### src/rtl/game_pkg.sv
// Shared encodings and widths for the rock-paper-scissors match path.
package game_pkg;

  localparam int unsigned ScoreW = 3;
  localparam int unsigned RoundW = 4;

  typedef enum logic [1:0] {
    MOVE_NONE     = 2'b00,
    MOVE_ROCK     = 2'b01,
    MOVE_PAPER    = 2'b10,
    MOVE_SCISSORS = 2'b11
  } move_e;

  typedef enum logic [1:0] {
    RES_DRAW    = 2'b00,
    RES_P1      = 2'b01,
    RES_P2      = 2'b10,
    RES_INVALID = 2'b11
  } res_e;

  typedef enum logic [2:0] {
    StIdle,
    StCollect,
    StResolve,
    StWaitRes,
    StScore,
    StMatchOver
  } state_e;

endpackage

### src/rtl/rps_move_latch.sv
// Per-player move capture register with a one-cycle ack pulse.
module rps_move_latch
  import game_pkg::*;
(
  input  logic       clk,
  input  logic       rst_n,
  input  logic       en,
  input  logic       clr,
  input  logic       valid,
  input  logic [1:0] move,
  output logic       cap,
  output logic       latched,
  output logic [1:0] held_move,
  output logic       ack
);

  // Only the first real move of a round is taken; MOVE_NONE is never captured.
  assign cap = en && valid && (move != MOVE_NONE) && !latched;

  // Capture register and ack pulse; clear has priority over capture.
  always_ff @(posedge clk or negedge rst_n) begin
    if (!rst_n) begin
      latched   <= 1'b0;
      held_move <= MOVE_NONE;
      ack       <= 1'b0;
    end else begin
      ack <= cap && !clr;
      if (clr) begin
        latched   <= 1'b0;
        held_move <= MOVE_NONE;
      end else if (cap) begin
        latched   <= 1'b1;
        held_move <= move;
      end
    end
  end

endmodule

### src/rtl/rps_match_ctrl.sv
// Match sequencer: collects moves, drives the resolve datapath, tallies a best-of match.
module rps_match_ctrl
  import game_pkg::*;
#(
  parameter int unsigned WIN_TARGET  = 3,
  parameter int unsigned TIMEOUT_CYC = 255
) (
  input  logic              clk,
  input  logic              rst_n,
  input  logic              start,
  input  logic              p1_valid,
  input  logic [1:0]        p1_move,
  input  logic              p2_valid,
  input  logic [1:0]        p2_move,
  output logic              p1_ack,
  output logic              p2_ack,
  output logic              res_req,
  output logic [1:0]        res_move_a,
  output logic [1:0]        res_move_b,
  input  logic              res_done,
  input  logic [1:0]        res_win,
  output logic [ScoreW-1:0] score_p1,
  output logic [ScoreW-1:0] score_p2,
  output logic [RoundW-1:0] round_cnt,
  output logic              busy,
  output logic [1:0]        match_winner,
  output logic              match_done
);

  localparam logic [ScoreW-1:0] WinTgt  = ScoreW'(WIN_TARGET);
  localparam logic [16:0]       TmoLast = 17'(TIMEOUT_CYC);

  state_e              state_q, state_d;
  logic [15:0]         tmo_q, tmo_d;
  logic [1:0]          rnd_q, rnd_d;
  logic [ScoreW-1:0]   score_p1_q, score_p1_d, score_p2_q, score_p2_d;
  logic [RoundW-1:0]   round_q, round_d;
  logic [1:0]          winner_q, winner_d;
  logic                done_q, done_d;
  logic                latch_clr, collect_en;
  logic                p1_cap, p2_cap, p1_latched, p2_latched;
  logic                l1_next, l2_next, tmo_hit;
  logic [ScoreW-1:0]   p1_inc, p2_inc;

  assign collect_en = (state_q == StCollect);

  rps_move_latch u_latch_p1 (
    .clk      (clk),
    .rst_n    (rst_n),
    .en       (collect_en),
    .clr      (latch_clr),
    .valid    (p1_valid),
    .move     (p1_move),
    .cap      (p1_cap),
    .latched  (p1_latched),
    .held_move(res_move_a),
    .ack      (p1_ack)
  );

  rps_move_latch u_latch_p2 (
    .clk      (clk),
    .rst_n    (rst_n),
    .en       (collect_en),
    .clr      (latch_clr),
    .valid    (p2_valid),
    .move     (p2_move),
    .cap      (p2_cap),
    .latched  (p2_latched),
    .held_move(res_move_b),
    .ack      (p2_ack)
  );

  assign l1_next = p1_latched || p1_cap;
  assign l2_next = p2_latched || p2_cap;
  assign tmo_hit = (({1'b0, tmo_q} + 17'd1) == TmoLast);
  assign p1_inc  = score_p1_q + ScoreW'(1);
  assign p2_inc  = score_p2_q + ScoreW'(1);

  // Next-state, counters and scoring.
  always_comb begin
    state_d    = state_q;
    tmo_d      = tmo_q;
    rnd_d      = rnd_q;
    score_p1_d = score_p1_q;
    score_p2_d = score_p2_q;
    round_d    = round_q;
    winner_d   = winner_q;
    done_d     = 1'b0;
    latch_clr  = 1'b0;
    res_req    = 1'b0;

    unique case (state_q)
      StIdle, StMatchOver: begin
        if (start) begin
          state_d    = StCollect;
          tmo_d      = '0;
          latch_clr  = 1'b1;
          score_p1_d = '0;
          score_p2_d = '0;
          round_d    = '0;
          winner_d   = 2'b00;
        end
      end
      StCollect: begin
        if (p1_latched && p2_latched) begin
          state_d = StResolve;
        end else if (tmo_hit) begin
          // A second capture on the timeout edge still goes to resolve next edge.
          if (l1_next && l2_next) begin
            state_d = StCollect;
          end else if (l1_next) begin
            state_d = StScore;
            rnd_d   = RES_P1;
          end else if (l2_next) begin
            state_d = StScore;
            rnd_d   = RES_P2;
          end else begin
            tmo_d = '0;  // void round, nobody moved
          end
        end else begin
          tmo_d = tmo_q + 16'd1;
        end
      end
      StResolve: begin
        res_req = 1'b1;
        state_d = StWaitRes;
      end
      StWaitRes: begin
        if (res_done) begin
          rnd_d   = (res_win == RES_INVALID) ? RES_DRAW : res_win;
          state_d = StScore;
        end
      end
      StScore: begin
        if (round_q != '1) round_d = round_q + RoundW'(1);
        if (rnd_q == RES_P1) score_p1_d = p1_inc;
        if (rnd_q == RES_P2) score_p2_d = p2_inc;
        if ((rnd_q == RES_P1) && (p1_inc == WinTgt)) begin
          winner_d = RES_P1;
          done_d   = 1'b1;
          state_d  = StMatchOver;
        end else if ((rnd_q == RES_P2) && (p2_inc == WinTgt)) begin
          winner_d = RES_P2;
          done_d   = 1'b1;
          state_d  = StMatchOver;
        end else begin
          latch_clr = 1'b1;
          tmo_d     = '0;
          state_d   = StCollect;
        end
      end
      default: state_d = StIdle;
    endcase
  end

  // State and match registers.
  always_ff @(posedge clk or negedge rst_n) begin
    if (!rst_n) begin
      state_q    <= StIdle;
      tmo_q      <= '0;
      rnd_q      <= 2'b00;
      score_p1_q <= '0;
      score_p2_q <= '0;
      round_q    <= '0;
      winner_q   <= 2'b00;
      done_q     <= 1'b0;
    end else begin
      state_q    <= state_d;
      tmo_q      <= tmo_d;
      rnd_q      <= rnd_d;
      score_p1_q <= score_p1_d;
      score_p2_q <= score_p2_d;
      round_q    <= round_d;
      winner_q   <= winner_d;
      done_q     <= done_d;
    end
  end

  assign score_p1     = score_p1_q;
  assign score_p2     = score_p2_q;
  assign round_cnt    = round_q;
  assign match_winner = winner_q;
  assign match_done   = done_q;
  assign busy         = (state_q == StCollect) || (state_q == StResolve) ||
                        (state_q == StWaitRes) || (state_q == StScore);

endmodule

### config.mk
export PLATFORM = sky130hd
export DESIGN_NAME = rps_match_ctrl
export DESIGN_NICKNAME = d
export VERILOG_FILES = /design/src/rtl/game_pkg.sv /design/src/rtl/rps_move_latch.sv /design/src/rtl/rps_match_ctrl.sv
export SDC_FILE = /design/constraint.sdc
export NUM_CORES = 1
export LEC_CHECK = 0
export CELL_PAD_IN_SITES_DETAIL_PLACEMENT = 1
export CELL_PAD_IN_SITES_GLOBAL_PLACEMENT = 2
export CORE_ASPECT_RATIO = 1.75
export CORE_UTILIZATION = 37
export CTS_CLUSTER_DIAMETER = 150
export CTS_CLUSTER_SIZE = 24
export DETAILED_ROUTE_END_ITERATION = 7
export PLACE_DENSITY_LB_ADDON = 0.1
export SYNTH_ARGS = -nofsm -noshare
export SYNTH_HDL_FRONTEND = slang
export SYNTH_SLANG_ARGS = --single-unit
### constraint.sdc
create_clock -name clk -period 4 [get_ports clk]
set_input_delay 0.8 -clock clk [delete_from_list [all_inputs] [get_ports clk]]
set_output_delay 0.8 -clock clk [all_outputs]
set_load 0.01 [all_outputs]
==> flow_metrics.env <==
export IMPL_outcome="completed"
export IMPL_async_flop_share=1.000
export IMPL_wl_per_cell_um=18.03
export IMPL_fill_cells=812
export IMPL_cts_resized=0
export IMPL_combPwrFrac=0.434
export IMPL_hold_buffers=0
export IMPL_cts_root_buf="clkbuf_16"
export IMPL_grt_pass1_vias=2460
export IMPL_max_slew_worst_pin_slew_ns=1.029
export IMPL_grt_overflow=0
export IMPL_io_pins=33
export IMPL_dp_hpwl_um=5445
export IMPL_power_density_nw_per_um2=586.5
export IMPL_instances_no_fill=409
export IMPL_area_delta_synth_final_pct=19.29
export IMPL_grt_use_total=0.2167
export IMPL_core_area_sq_um=6907
export IMPL_grt_pass1_wl_um=12300
export IMPL_setup_viol=0
export IMPL_clock_path_buffers=2
export IMPL_top_usage_layer="met2"
export IMPL_irDropWorstVdd_mv=0.3445
export IMPL_rr_startpoint="tmo_q[0]"
export IMPL_synth_area_leaders="dfrtp_1 40%, nand2_1 5.7%, o21ai_0 5.1%"
export IMPL_fp_dieH_um=113.9
export IMPL_cp_slowest_stage_delay_ns=0.48
export IMPL_worstSkewPairLatency_ns=0.29
export IMPL_grt_use_met1=0.2339
export IMPL_crit_slowest_cell="dfrtp_1"
export IMPL_switching_power_mw=0.7707
export IMPL_cp_top_family="simple AND/OR/NAND/NOR gates"
export IMPL_period_share=0.7255
export IMPL_hold_viol=0
export IMPL_drt_vias_per_instance=5.778
export IMPL_syn_area_sq_um=2646
export IMPL_post_place_ws_ns=0.9396
export IMPL_first_pass_iters=4
export IMPL_synth_edf_count=0
export IMPL_rows=40
export IMPL_drtIter0Drc=105
export IMPL_clk_pin_slew_ns=0.06
export IMPL_crit_fanout=10
export IMPL_io_buffers=32
export IMPL_cts_sinks=42
export IMPL_grtUsageMet2=0.4034
export IMPL_fin_crit_ns=2.902
export IMPL_setup_tns_final_ns=0
export IMPL_met3_usage=0.03300
export IMPL_grt_antenna_before_repair=0
export IMPL_power_frac_clock=0.228
export IMPL_syn_nets=318
export IMPL_final_nets=343
export IMPL_synthDistinctLibCells=57
export IMPL_synth_commonest_cells="42 x dfrtp_1, 40 x nand2_1, 27 x o21ai_0"
export IMPL_rsz0062_at_grt="false"
export IMPL_syn_area_per_cell_sq_um=8.850
export IMPL_post_dp_cell_area_sq_um=3005
export IMPL_fin_area_sq_um=3157
export IMPL_yosysTopAreaCell="dfrtp_1"
export IMPL_grt_max_degree=43
export IMPL_fp_dieW_um=65.93
export IMPL_layout_drive_gt1_share=0.07385
export IMPL_initial_core_util=0.3832
export IMPL_synth_top_area_share=0.3972
export IMPL_internal_power_mw=1.081
export IMPL_worstSetupEndpointType="flop"
export IMPL_swShare=0.4163
export IMPL_worstHoldStart="match_winner[0]"
export IMPL_worstSetupPathType="reg -> reg"
export IMPL_startpoint="tmo_q[0]"
export IMPL_leakage_nw=1.332
export IMPL_seq_area_frac_synth=0.3972
export IMPL_arrival_ns=3.05
export IMPL_drt_total_wl_um=7373
export IMPL_holdCritPathClass="reg -> reg"
export IMPL_cts_buffers=5
export IMPL_critPathRequiredTime_ns=4.15
export IMPL_worstSetupStartpointType="flop"
export IMPL_yosys_register_bits=42
export IMPL_fmax_ghz=0.3446
export IMPL_gp_congestion=0.7699
export IMPL_relSlewSlack=0.3137
export IMPL_skew_ns=0.005635
export IMPL_cts_htree_levels=2
export IMPL_syn_inst=299
export IMPL_drc=0
export IMPL_cap_violations=0
export IMPL_setup_ws_ns=1.098
export IMPL_dieArea_sq_um=7508
export IMPL_post_cts_buffers=0
export IMPL_cp_num_buf_inv=0
export IMPL_antenna_cells=0
export IMPL_path_cells="ha_1, and3_1, nand4_1, mux2i_1, o211ai_4, nor2_2, a21o_1, o221ai_1"
export IMPL_antenna_left=0
export IMPL_yosysWarnings=0
export IMPL_synthFlopType="dfrtp_1"
export IMPL_synth_most_common_cell="dfrtp_1"
export IMPL_total_power_mw=1.852
export IMPL_place_inst=401
export IMPL_vias=2363
export IMPL_cts_tree="done"
export IMPL_seqPwrFrac=0.338
export IMPL_maxSlewViolCount=0
[worst reg2reg max path, stage by stage, from the launching register on]
cell	delay, ns
dfrtp_1	0.48
ha_1	0.25
and3_1	0.34
nand4_1	0.30
mux2i_1	0.32
o211ai_4	0.17
nor2_2	0.40
a21o_1	0.35
o221ai_1	0.16
[sequential cells by signal (all words and copies together) (netlist names), 2 cells and up]
register              flops
state_q                   3
match_winner              2
score_p2                  3
score_p1                  3
rnd_q                     2
u_latch_p2.held_move      2
round_cnt                 4
u_latch_p1.held_move      2
tmo_q                    16
[final timing paths]
path	to	slack (ns)	cells after the start
setup reg to reg	tmo_q[2]	1.10	8
min in group asynchronous	tmo_q[2]	0.69	1
setup / recovery	tmo_q[2]	1.10	8
hold reg to reg	match_winner[0]	0.52	2
hold / removal	match_winner[0]	0.52	2
max in group asynchronous	u_latch_p2.latched	2.68	1
[layout make-up]
cell class / count / area (sq um) / area share
inverter: 11 / 41.29 / 0.01308
sequential: 42 / 1051 / 0.3329
timing repair buffer: 33 / 322.8 / 0.1023
clock inverter: 2 / 12.51 / 0.003964
tap: 84 / 105.1 / 0.03329
multi-input combinational: 231 / 1485 / 0.4705
clock buffer: 6 / 138.9 / 0.04400
[power by group through the flow]
stage	sequential, mW	combinational (mW)	clock, mW
floorplan	0.600	0.537	0
global placement	0.632	0.814	0
detailed placement	0.635	0.822	0
CTS	0.628	0.825	0.435
global route	0.647	0.898	0.452
finish	0.626	0.803	0.422
[kinds of logic (layout without fill, tap and decap cells)]
| logic type | count (synthesis) | count (layout) | synth area share |
|---|---|---|---|
| AO/OA/AOI/OAI | 83 | 83 | 0.2161 |
| XOR/XNOR | 12 | 12 | 0.03972 |
| adder cells (fa/ha/maj) | 7 | 7 | 0.03310 |
| buffers and inverters | 26 | 52 | 0.04161 |
| flip-flops | 42 | 42 | 0.3972 |
| multiplexers | 9 | 9 | 0.03546 |
| AND/OR/NAND/NOR | 120 | 120 | 0.2369 |
[metal layers]
layer	wire (um)	vias up
met5	0	-
met4	195	0
met3	168	14
met2	4189	35
met1	2820	1185
li1	-	1129
[layout by cell type, fill, tap and decap left out, types with 6 or more instances in the layout]
cell and n:
ha_1 7, or3_1 6, nor3_1 10, clkdlybuf4s50_1 31, nand2_1 40, a21oi_1 7, and3_1 6, xnor2_1 8
nor2_1 14, a21o_1 6, o21ai_0 27, mux2i_1 6, nand3_1 17, dfrtp_1 42, o31ai_1 8, inv_1 11
[metrics by stage]
step | utilization | hold WS (ns)
after floorplan | - | 0.4795
after global placement | 0.4351 | 0.4812
after detailed placement | 0.4351 | 0.4856
after CTS | 0.4571 | 0.5113
after global routing | 0.4571 | 0.5442
final | 0.4571 | 0.5153
No activity file was read; power rests on OpenSTA's default activity.
